File: src/rtl/stream_mux_nb_rr_if.sv
// Handshake bundle between N producers, the streaming mux and one consumer.
// Handshake rule: a beat moves on a channel in a cycle where both its val
// and rdy are high at the rising clock edge; val never waits on rdy.
interface stream_mux_nb_rr_if #(
  parameter int NBITS   = 8,
  parameter int NINPUTS = 4
);
  localparam int SELW = (NINPUTS > 1) ? $clog2(NINPUTS) : 1;

  logic                     mode;
  logic [SELW-1:0]          sel;
  logic [NINPUTS-1:0]       in_val;
  logic [NINPUTS-1:0]       in_rdy;
  logic [NINPUTS*NBITS-1:0] in_msg;
  logic                     out_val;
  logic                     out_rdy;
  logic [NBITS-1:0]         out_msg;
  logic [SELW-1:0]          out_src;

  // Producer/consumer side: drives inputs and out_rdy.
  modport master (
    output mode, sel, in_val, in_msg, out_rdy,
    input  in_rdy, out_val, out_msg, out_src
  );

  // Mux side.
  modport slave (
    input  mode, sel, in_val, in_msg, out_rdy,
    output in_rdy, out_val, out_msg, out_src
  );
endinterface

File: src/rtl/stream_mux_nb_rr.sv
// N-input streaming mux with explicit-select or round-robin arbitration and
// a one-entry output register that can drain and refill in the same cycle.
module stream_mux_nb_rr #(
  parameter int NBITS   = 8,
  parameter int NINPUTS = 4
) (
  input logic              clk,
  input logic              reset,
  stream_mux_nb_rr_if.slave bus
);
  localparam int SELW = (NINPUTS > 1) ? $clog2(NINPUTS) : 1;

  logic             full_q, full_d;
  logic [NBITS-1:0] buf_msg_q, buf_msg_d;
  logic [SELW-1:0]  buf_src_q, buf_src_d;
  logic [SELW-1:0]  last_q, last_d;

  logic             can_acc;
  logic [SELW-1:0]  grant;
  logic             gvld;
  logic [NBITS-1:0] grant_msg;
  logic             xfer_in;
  logic             xfer_out;

  // Register can take a new beat when empty or when it is draining this cycle.
  assign can_acc = !full_q || bus.out_rdy;

  // Grant selection: explicit sel, or first valid input after the last sender.
  always_comb begin
    grant = '0;
    gvld  = 1'b0;
    if (!bus.mode) begin
      if (int'(bus.sel) < NINPUTS) begin
        grant = bus.sel;
        gvld  = bus.in_val[bus.sel];
      end
    end else begin
      // Walk from farthest to nearest so the nearest valid input wins.
      for (int k = NINPUTS; k >= 1; k--) begin
        if (bus.in_val[(int'(last_q) + k) % NINPUTS]) begin
          grant = SELW'((int'(last_q) + k) % NINPUTS);
          gvld  = 1'b1;
        end
      end
    end
  end

  // Message of the granted input.
  always_comb begin
    grant_msg = bus.in_msg[int'(grant)*NBITS +: NBITS];
  end

  // One-hot ready to the granted input; held low while reset is asserted.
  always_comb begin
    bus.in_rdy = '0;
    if (reset && can_acc && gvld) begin
      bus.in_rdy[grant] = 1'b1;
    end
  end

  assign xfer_in  = gvld && can_acc;
  assign xfer_out = full_q && bus.out_rdy;

  // Next state of the output register and round-robin pointer.
  always_comb begin
    full_d    = full_q;
    buf_msg_d = buf_msg_q;
    buf_src_d = buf_src_q;
    last_d    = last_q;
    if (xfer_in) begin
      full_d    = 1'b1;
      buf_msg_d = grant_msg;
      buf_src_d = grant;
      last_d    = grant;
    end else if (xfer_out) begin
      full_d = 1'b0;
    end
  end

  // State registers; reset discards any buffered beat.
  always_ff @(posedge clk or negedge reset) begin
    if (!reset) begin
      full_q    <= 1'b0;
      buf_msg_q <= '0;
      buf_src_q <= '0;
      last_q    <= SELW'(NINPUTS - 1);
    end else begin
      full_q    <= full_d;
      buf_msg_q <= buf_msg_d;
      buf_src_q <= buf_src_d;
      last_q    <= last_d;
    end
  end

  assign bus.out_val = full_q;
  assign bus.out_msg = buf_msg_q;
  assign bus.out_src = buf_src_q;
endmodule
File: src/flat_wrapper.sv
// flat-port wrapper written by rule: the top's interface ports become plain ports
module stream_mux_nb_rr_flat 
#(
  parameter int NBITS   = 8,
  parameter int NINPUTS = 4
)
  (clk, reset, bus_mode, bus_sel, bus_in_val, bus_in_msg, bus_out_rdy, bus_in_rdy, bus_out_val, bus_out_msg, bus_out_src);
  stream_mux_nb_rr_if #(.NBITS(NBITS), .NINPUTS(NINPUTS)) bus_i ();
  input logic clk;
  input logic reset;
  input wire logic [$bits(bus_i.mode)-1:0] bus_mode;
  input wire logic [$bits(bus_i.sel)-1:0] bus_sel;
  input wire logic [$bits(bus_i.in_val)-1:0] bus_in_val;
  input wire logic [$bits(bus_i.in_msg)-1:0] bus_in_msg;
  input wire logic [$bits(bus_i.out_rdy)-1:0] bus_out_rdy;
  output wire logic [$bits(bus_i.in_rdy)-1:0] bus_in_rdy;
  output wire logic [$bits(bus_i.out_val)-1:0] bus_out_val;
  output wire logic [$bits(bus_i.out_msg)-1:0] bus_out_msg;
  output wire logic [$bits(bus_i.out_src)-1:0] bus_out_src;
  assign bus_i.mode = bus_mode;
  assign bus_i.sel = bus_sel;
  assign bus_i.in_val = bus_in_val;
  assign bus_i.in_msg = bus_in_msg;
  assign bus_i.out_rdy = bus_out_rdy;
  assign bus_in_rdy = bus_i.in_rdy;
  assign bus_out_val = bus_i.out_val;
  assign bus_out_msg = bus_i.out_msg;
  assign bus_out_src = bus_i.out_src;
  stream_mux_nb_rr #(.NBITS(NBITS), .NINPUTS(NINPUTS)) u_core (.clk(clk), .reset(reset), .bus(bus_i));
endmodule
File: config.mk
export PLATFORM = sky130hd
export DESIGN_NAME = stream_mux_nb_rr_flat
export DESIGN_NICKNAME = d
export VERILOG_FILES = /design/src/rtl/stream_mux_nb_rr_if.sv /design/src/rtl/stream_mux_nb_rr.sv /design/src/flat_wrapper.sv
export SDC_FILE = /design/constraint.sdc
export NUM_CORES = 1
export LEC_CHECK = 0
export CORE_UTILIZATION = 39
export DETAILED_ROUTE_END_ITERATION = 8
export PLACE_DENSITY = 0.82
export SYNTH_ARGS = -nofsm -noshare
export SYNTH_HDL_FRONTEND = slang
export SYNTH_SLANG_ARGS = --single-unit
File: constraint.sdc
create_clock -name clk -period 3.6 [get_ports clk]
set_input_delay 0.9 -clock clk [delete_from_list [all_inputs] [get_ports clk]]
set_output_delay 0.9 -clock clk [all_outputs]
set_load 0.05 [all_outputs]
==> qor.yml <==
sta:
  maxSlewHeadroom_pct: 64.59
  fin_worst_skew_ps: 5.683
  finalMaxSlewViolations: 0
  max_freq_mhz: 285.7
  min_period_ps: 3500
  hold_violations: 0
  fin_crit_sh_pct: 97.22
  worst_slack_ps: 100.2
  worst_slew_pin_slew_ps: 529.5
  setup_violations: 0
power:
  irDropWorstVdd_uv: 340.3
  leakagePower_nw: 0.6909
  power_density_nw_per_um2: 457.3
worst_setup_path:
  criticalPathCategory: "in -> out"
  reg2reg_to: "u_core.bus.out_msg[2]"
  slowest_stage: "clkdlybuf4s50_1"
  crit_family: "buffers and inverters"
  rr_startpoint: "u_core.last_q[1]"
  endpoint: "bus_in_rdy[0]"
  crit_buf_inv: 2
  arrival_ps: 2600
  worst_path_most_repeated_cell: "nor2_1"
  cpPeakStageDelay_ps: 540
  rrSetupSlack_ps: 1280
  cp_max_fo: 8
  path_depth: 7
  crit_required_ps: 2700
  rr_worst_depth: 8
  worstSetupEndpointType: "primary output"
  startpoint: "bus_in_val[0]"
  critPathLaunchType: "input pin"
  path_cells: "clkdlybuf4s50_1 -> mux4_2 -> o21ai_1 -> nor2_1 -> nand3_1 -> nor2_1 -> buf_4"
finish:
  multi_input_area_sq_um: 543.0
  regArea_sq_um: 327.8
  layout_commonest_cell: "clkdlybuf4s50_1"
  final.fill_count: 170
  final_nets: 200
  fin_area_sq_um: 1577
  drive_above_1_share_pct: 16.56
  layout_common_cells: "clkdlybuf4s50_1 (50), nand2_1 (16), mux2i_1 (16)"
  syn_to_final_growth_pct: 70.50
  diodes: 0
clock_network:
  cts_tree: "done"
  clock_latency_ps: 280
  postCtsSetupBuffers: 0
  root_buffer: "clkbuf_4"
  cts_hold_repair.buffers: 0
  cts_resized: 0
  clk_pin_slew_worst_paths_ps: 80
  h-tree-depth: 1
  cts_buffers: 3
  clk_path_buf_depth: 2
  cts_sinks: 13
route:
  first_pass_iters: 4
  num_vias: 979
  drtIter0Drc: 7
  drc: 0
  wire_per_inst_microns: 13.90
  wirelength_microns: 2571
  via_per_inst: 5.292
  antenna_left: 0
yosys:
  synthesis.nets: 137
  synth_seq_cells: 13
  synth_area_sq_um: 924.6
  avgSynthCellArea_sq_um: 9.733
  postSynthCellCount: 95
  synth.distinct_cells: 33
  synthTopCellsByArea: "dfrtp_1 (30%), mux2i_1 (17%), o221ai_1 (7.6%)"
  yosysWarnings: 0
  synth.top_cell.area_share_pct: 29.77
  yosysTopAreaCell: "dfrtp_1"
  ys_seq_area_share_pct: 35.45
floorplanning:
  initial_core_util_pct: 41.40
  die_w_microns: 50.69
  dieArea_sq_um: 2569
  core_area_sq_um: 2233
  rows: 17
  num_io_pins: 57
  die_h_microns: 50.69
global_routing:
  grt_remaining_overflow: 0
  grt_pass1_wl_microns: 4278
  grt_util_all_layers_pct: 22.58
  grt_max_degree: 17
  grt_pass1_vias: 948
  antenna_found_initial: 0
status:
  status: "finished clean"
placement:
  gp_congestion: 0.8935
  dpl_cell_area_sq_um: 1533
  dp_hpwl_microns: 2116
  pre_cts_ws_ps: 29.91
  portBuffers: 56
min_path:
  hold_path_class: "reg -> reg"
  hp-start: "u_core.bus.out_msg[4]"
job:
  maxCapViolCount: 0
[metal layers]
metal / vias up / global-route usage (%) / routed length, microns
met5: - / 0 / 0
met4: 0 / 9.722 / 33
met3: 5 / 6.061 / 178
met2: 36 / 37.33 / 1285
met1: 464 / 27.34 / 1074
li1: 474 / - / -
[registers in the layout, indices dropped and copies added (netlist names)]
| register | flops |
|---|---|
| u_core.bus.out_src | 2 |
| u_core.bus.out_val | 1 |
| u_core.last_q | 2 |
| u_core.bus.out_msg | 8 |
[cell type report]
| type | instances | area share [%] |
|---|---|---|
| Multi-Input combinational cell | 74 | 34.44 |
| Tap cell | 28 | 2.222 |
| Timing Repair Buffer | 63 | 40.16 |
| Clock buffer | 4 | 1.667 |
| Sequential cell | 13 | 20.79 |
| Inverter | 3 | 0.7143 |
[cell usage after synthesis]
cell type and instances:
mux2i_1 16, nand2_1 16, dfrtp_1 11, o221ai_1 8
nor2_1 6, inv_1 3, o21ai_0 3, buf_6 2
dfstp_2 2, nand3_1 2, nor2b_1 2, o21a_1 2
o21ai_1 2, a211oi_1 1, a21oi_1 1, a21oi_2 1
a311o_1 1, a31oi_1 1, a41o_1 1, a41oi_1 1
and3_2 1, buf_12 1, clkbuf_2 1, clkbuf_8 1
mux4_2 1, nand2_2 1, nand2b_1 1, nand2b_4 1
nor3b_1 1, nor4_1 1, o31ai_1 1, or2_2 1
xnor2_1 1
[where the power goes]
group / leakage, nW / switching, mW / internal [mW]
clock network: 0.0150 / 0.0488 / 0.0430
registers: 0.153 / 0.0300 / 0.188
logic: 0.523 / 0.236 / 0.175
total: 0.691 / 0.314 / 0.407
[worst reg2reg max path, delay by kind of cell (launching register included)]
kind / cells / cell delay [ps]
AO/OA/AOI/OAI: 4 / 730
buffers and inverters: 2 / 410
flip-flops: 1 / 610
multiplexers: 1 / 280
AND/OR/NAND/NOR: 1 / 160
[cell families after synthesis]
| logic type | Yosys count | synth area share, % |
|---|---|---|
| AO/OA/AOI/OAI | 23 | 18.81 |
| multiplexers | 17 | 19.76 |
| flip-flops | 13 | 35.45 |
| buffers and inverters | 8 | 7.847 |
| XOR/XNOR | 1 | 0.9474 |
| AND/OR/NAND/NOR | 33 | 17.19 |
[worst min-delay path by stage]
stage	cells past startpoint	slack [ps]	to
after floorplan	3	590	u_core.last_q[0]
after global placement	2	470	u_core.bus.out_src[0]
after detailed placement	2	480	u_core.bus.out_msg[4]
after CTS	2	490	u_core.bus.out_msg[4]
after global routing	2	530	u_core.bus.out_src[0]
final	2	490	u_core.bus.out_msg[4]
[stage by stage]
step / setup TNS (ps) / util [%] / cells / hold WS (ps) / total power [mW]
6_report: 0 / 70.59 / 185 / 489.3 / 0.7210
3_5_place_dp: 0 / 68.63 / 181 / 477.5 / 0.6293
3_3_place_gp: 0 / 68.63 / 181 / 472.7 / 0.6198
2_1_floorplan: 0 / - / 95 / 586.3 / 0.4786
4_1_cts: 0 / 69.80 / 185 / 491.4 / 0.7208
5_1_grt: -6.056 / 70.59 / 185 / 531.5 / 0.7586
Note: power is estimated with default switching activity, not from simulation.
==> RTL change (config.mk and constraints unchanged) <==
`NINPUTS` is set to 4 in 3 places; all go to 8.
--- a/src/rtl/stream_mux_nb_rr_if.sv
+++ b/src/rtl/stream_mux_nb_rr_if.sv
@@ -4,5 +4,5 @@
 interface stream_mux_nb_rr_if #(
   parameter int NBITS   = 8,
-  parameter int NINPUTS = 4
+  parameter int NINPUTS = 8
 );
   localparam int SELW = (NINPUTS > 1) ? $clog2(NINPUTS) : 1;
--- a/src/rtl/stream_mux_nb_rr.sv
+++ b/src/rtl/stream_mux_nb_rr.sv
@@ -3,5 +3,5 @@
 module stream_mux_nb_rr #(
   parameter int NBITS   = 8,
-  parameter int NINPUTS = 4
+  parameter int NINPUTS = 8
 ) (
   input logic              clk,
--- a/src/flat_wrapper.sv
+++ b/src/flat_wrapper.sv
@@ -3,5 +3,5 @@
 #(
   parameter int NBITS   = 8,
-  parameter int NINPUTS = 4
+  parameter int NINPUTS = 8
 )
   (clk, reset, bus_mode, bus_sel, bus_in_val, bus_in_msg, bus_out_rdy, bus_in_rdy, bus_out_val, bus_out_msg, bus_out_src);
Interface: changed (5 resized); port bits go from 57 to 99. No check against the original RTL was run, so the function may have changed too.
==> RTL change against the unedited design <==
Worst setup slack worse by 0.78 ns. Power rose to 6.7 times the old value. Sequential cell count grew 2. Wire length rose to 3.6 times the old value. Area after synthesis increased by 120%. Cell area rose to 2.5 times the old value. Global-route usage increased by 7.9 points. Final cell count grew 140%. The run now ends with negative setup slack left. Highest routed layer is now met5. Sequential power up 54%.
==> RTL change: results (changes against the unedited design) <==
power:
  leakagePower_nw: 1.65  # +140%
  ir_worst_vdd_v: 0.000671  # +97%
place:
  hpwl_um: 6200  # +190%
  io_buffers: 98  # +75%
  place_congestion: 0.961  # +7.5%
timing:
  setup_tns_ns: -5.86  # -5.86 ns
  finalWorstSetupSlack_ns: -0.679  # -0.779 ns
  slew_headroom: 0.636  # -0.0103
  skew_ns: 0.00384  # -0.00185 ns
  finalSetupViolCount: 16  # +16
setup_path:
  r2r_cells: 15  # +7
  reg2reg_slack_ns: -0.12  # -1.40 ns
  timing.rr.start: "u_core.last_q[0]$_DFFE_PN1P_"
  worst-endpoint-arrival_ns: 3.38  # +0.78 ns
  r2r-end: "u_core.bus.out_msg[6]$_DFFE_PN0P_"
logic_synthesis:
  synthTopCellsByArea: "mux2i_1, dfrtp_1, mux4_2, o32a_1, dfstp_2"
  synth.yosys.seq_area_share: 0.187  # -0.168
  synthArstFlopShare: 1.00  # unchanged
  synth_cell_types: 51  # +55%
  netlist_top_cells_count: "mux2i_1, nor2_1, nor3_1"
  syn_nets: 310  # +130%
min_path:
  hp-start: "u_core.bus.out_src[2]$_DFFE_PN0P_"
  hold-path-endpoint: "u_core.bus.out_src[2]$_DFFE_PN0P_"
  worstHoldPathCells: 1  # -1
global_route:
  antenna_found_initial: 1  # +1
  grt_pass1_wl_um: 12600  # +190%
  grt_pass1_vias: 2607  # +180%
  grt_max_degree: 25  # +8
  grt_usage: 0.304  # +0.0786
detailed_routing:
  drtIter0Drc: 191  # +184
  via_per_inst: 6.05  # +14%
  detail_route.first_pass.iterations: 4  # unchanged
  wl_per_cell_um: 20.4  # +47%
cells_and_area:
  antenna_cells: 0  # unchanged
  largest_reg_flops: 8  # unchanged
  nets: 463  # +130%
  drive_gt1_frac: 0.388  # +0.223
  n_fill_cell: 278  # +64%
clock_network:
  clock_latency_ns: 0.25  # -0.03 ns
  clockRootBuffer: "clkbuf_8"
status:
  violations: "negative setup slack"
  outcome: "finished with violations"
-- RTL change: cell types whose count changed in the layout (fill, tap and decap cells not counted), moves of 11 or more --
cell / unedited run / this run
buf_4: 9 / 55
clkdlybuf4s50_1: 50 / 82
buf_6: 0 / 17
mux2i_1: 16 / 33
nor3_1: 0 / 11
-- RTL change: metal layers --
metal / up-vias / track usage / wire length, um
met5: - / 0 / 13
met3: 38 / 0.0379 / 605
met2: 165 / 0.553 / 4900
met1: 1315 / 0.362 / 3230
met4: 2 / 0.124 / 391
li1: 1190 / - / -
-- RTL change: cell type report --
cell class,instances,share of cell area
multi-input cells,187,0.445
repair buffers,167,0.420
flip-flops and latches,15,0.0947
well taps,67,0.0209
clock buffers,3,0.0103
inverters,8,0.00875
clock inverters,1,0.00125
-- RTL change: worst max-delay path by stage --
stage                  start             to  slack, ns
6_report       bus_in_val[7]  bus_in_rdy[7]      -0.68
5_1_grt        bus_in_val[7]  bus_in_rdy[7]      -0.74
4_1_cts        bus_in_val[3]  bus_in_rdy[4]      -0.60
3_5_place_dp   bus_in_val[4]  bus_in_rdy[7]      -1.06
3_3_place_gp   bus_in_val[4]  bus_in_rdy[7]      -1.01
2_1_floorplan  bus_in_val[3]  bus_in_rdy[4]      -0.66
-- RTL change: what timing repair did --
item                       in CTS  in global routing
setup endpoints to repair      18                 16
pin swaps                      11                 13
setup buffers                   9                  9
gates resized for setup        66                 25
cloned                          0                  2
-- RTL change: kinds of logic (layout without fill, tap and decap cells) --
group,Yosys count,in the layout,share of synthesized area
compound gates,65,65,0.235
fa+ha+maj,2,2,0.0123
xor+xnor,3,3,0.0129
mux,52,52,0.327
simple gates,65,65,0.159
flops,15,15,0.187
buf+inv,27,179,0.0672
-- RTL change: metrics by stage --
stage          setup slack [ns]   util  hold WS [ns]  cells  cell area [um2]
3_3_place_gp              -1.01  0.732         0.464    426             3570
6_report                 -0.679  0.821         0.477    448             4010
3_5_place_dp              -1.06  0.732         0.466    426             3570
4_1_cts                  -0.599  0.776         0.481    438             3790
5_1_grt                  -0.741  0.821         0.503    448             4010
2_1_floorplan            -0.664      -         0.604    229             2200
-- RTL change: power by group --
| part | total, W | internal, W | switching, W |
|---|---|---|---|
| Combinational | 0.00434 | 0.00211 | 0.00222 |
| Sequential | 0.000336 | 0.000266 | 0.0000702 |
| Clock | 0.000143 | 0.0000768 | 0.0000658 |
-- RTL change: critical path, cell delays in order --
cell	delay, ns
buf_8	0.10
buf_4	0.12
mux4_2	0.53
buf_12	0.18
a21oi_1	0.19
o21ai_1	0.17
a21oi_1	0.25
o21ai_2	0.10
a31oi_4	0.24
nand3_4	0.17
buf_6	0.17
nor2_4	0.10
buf_12	0.15
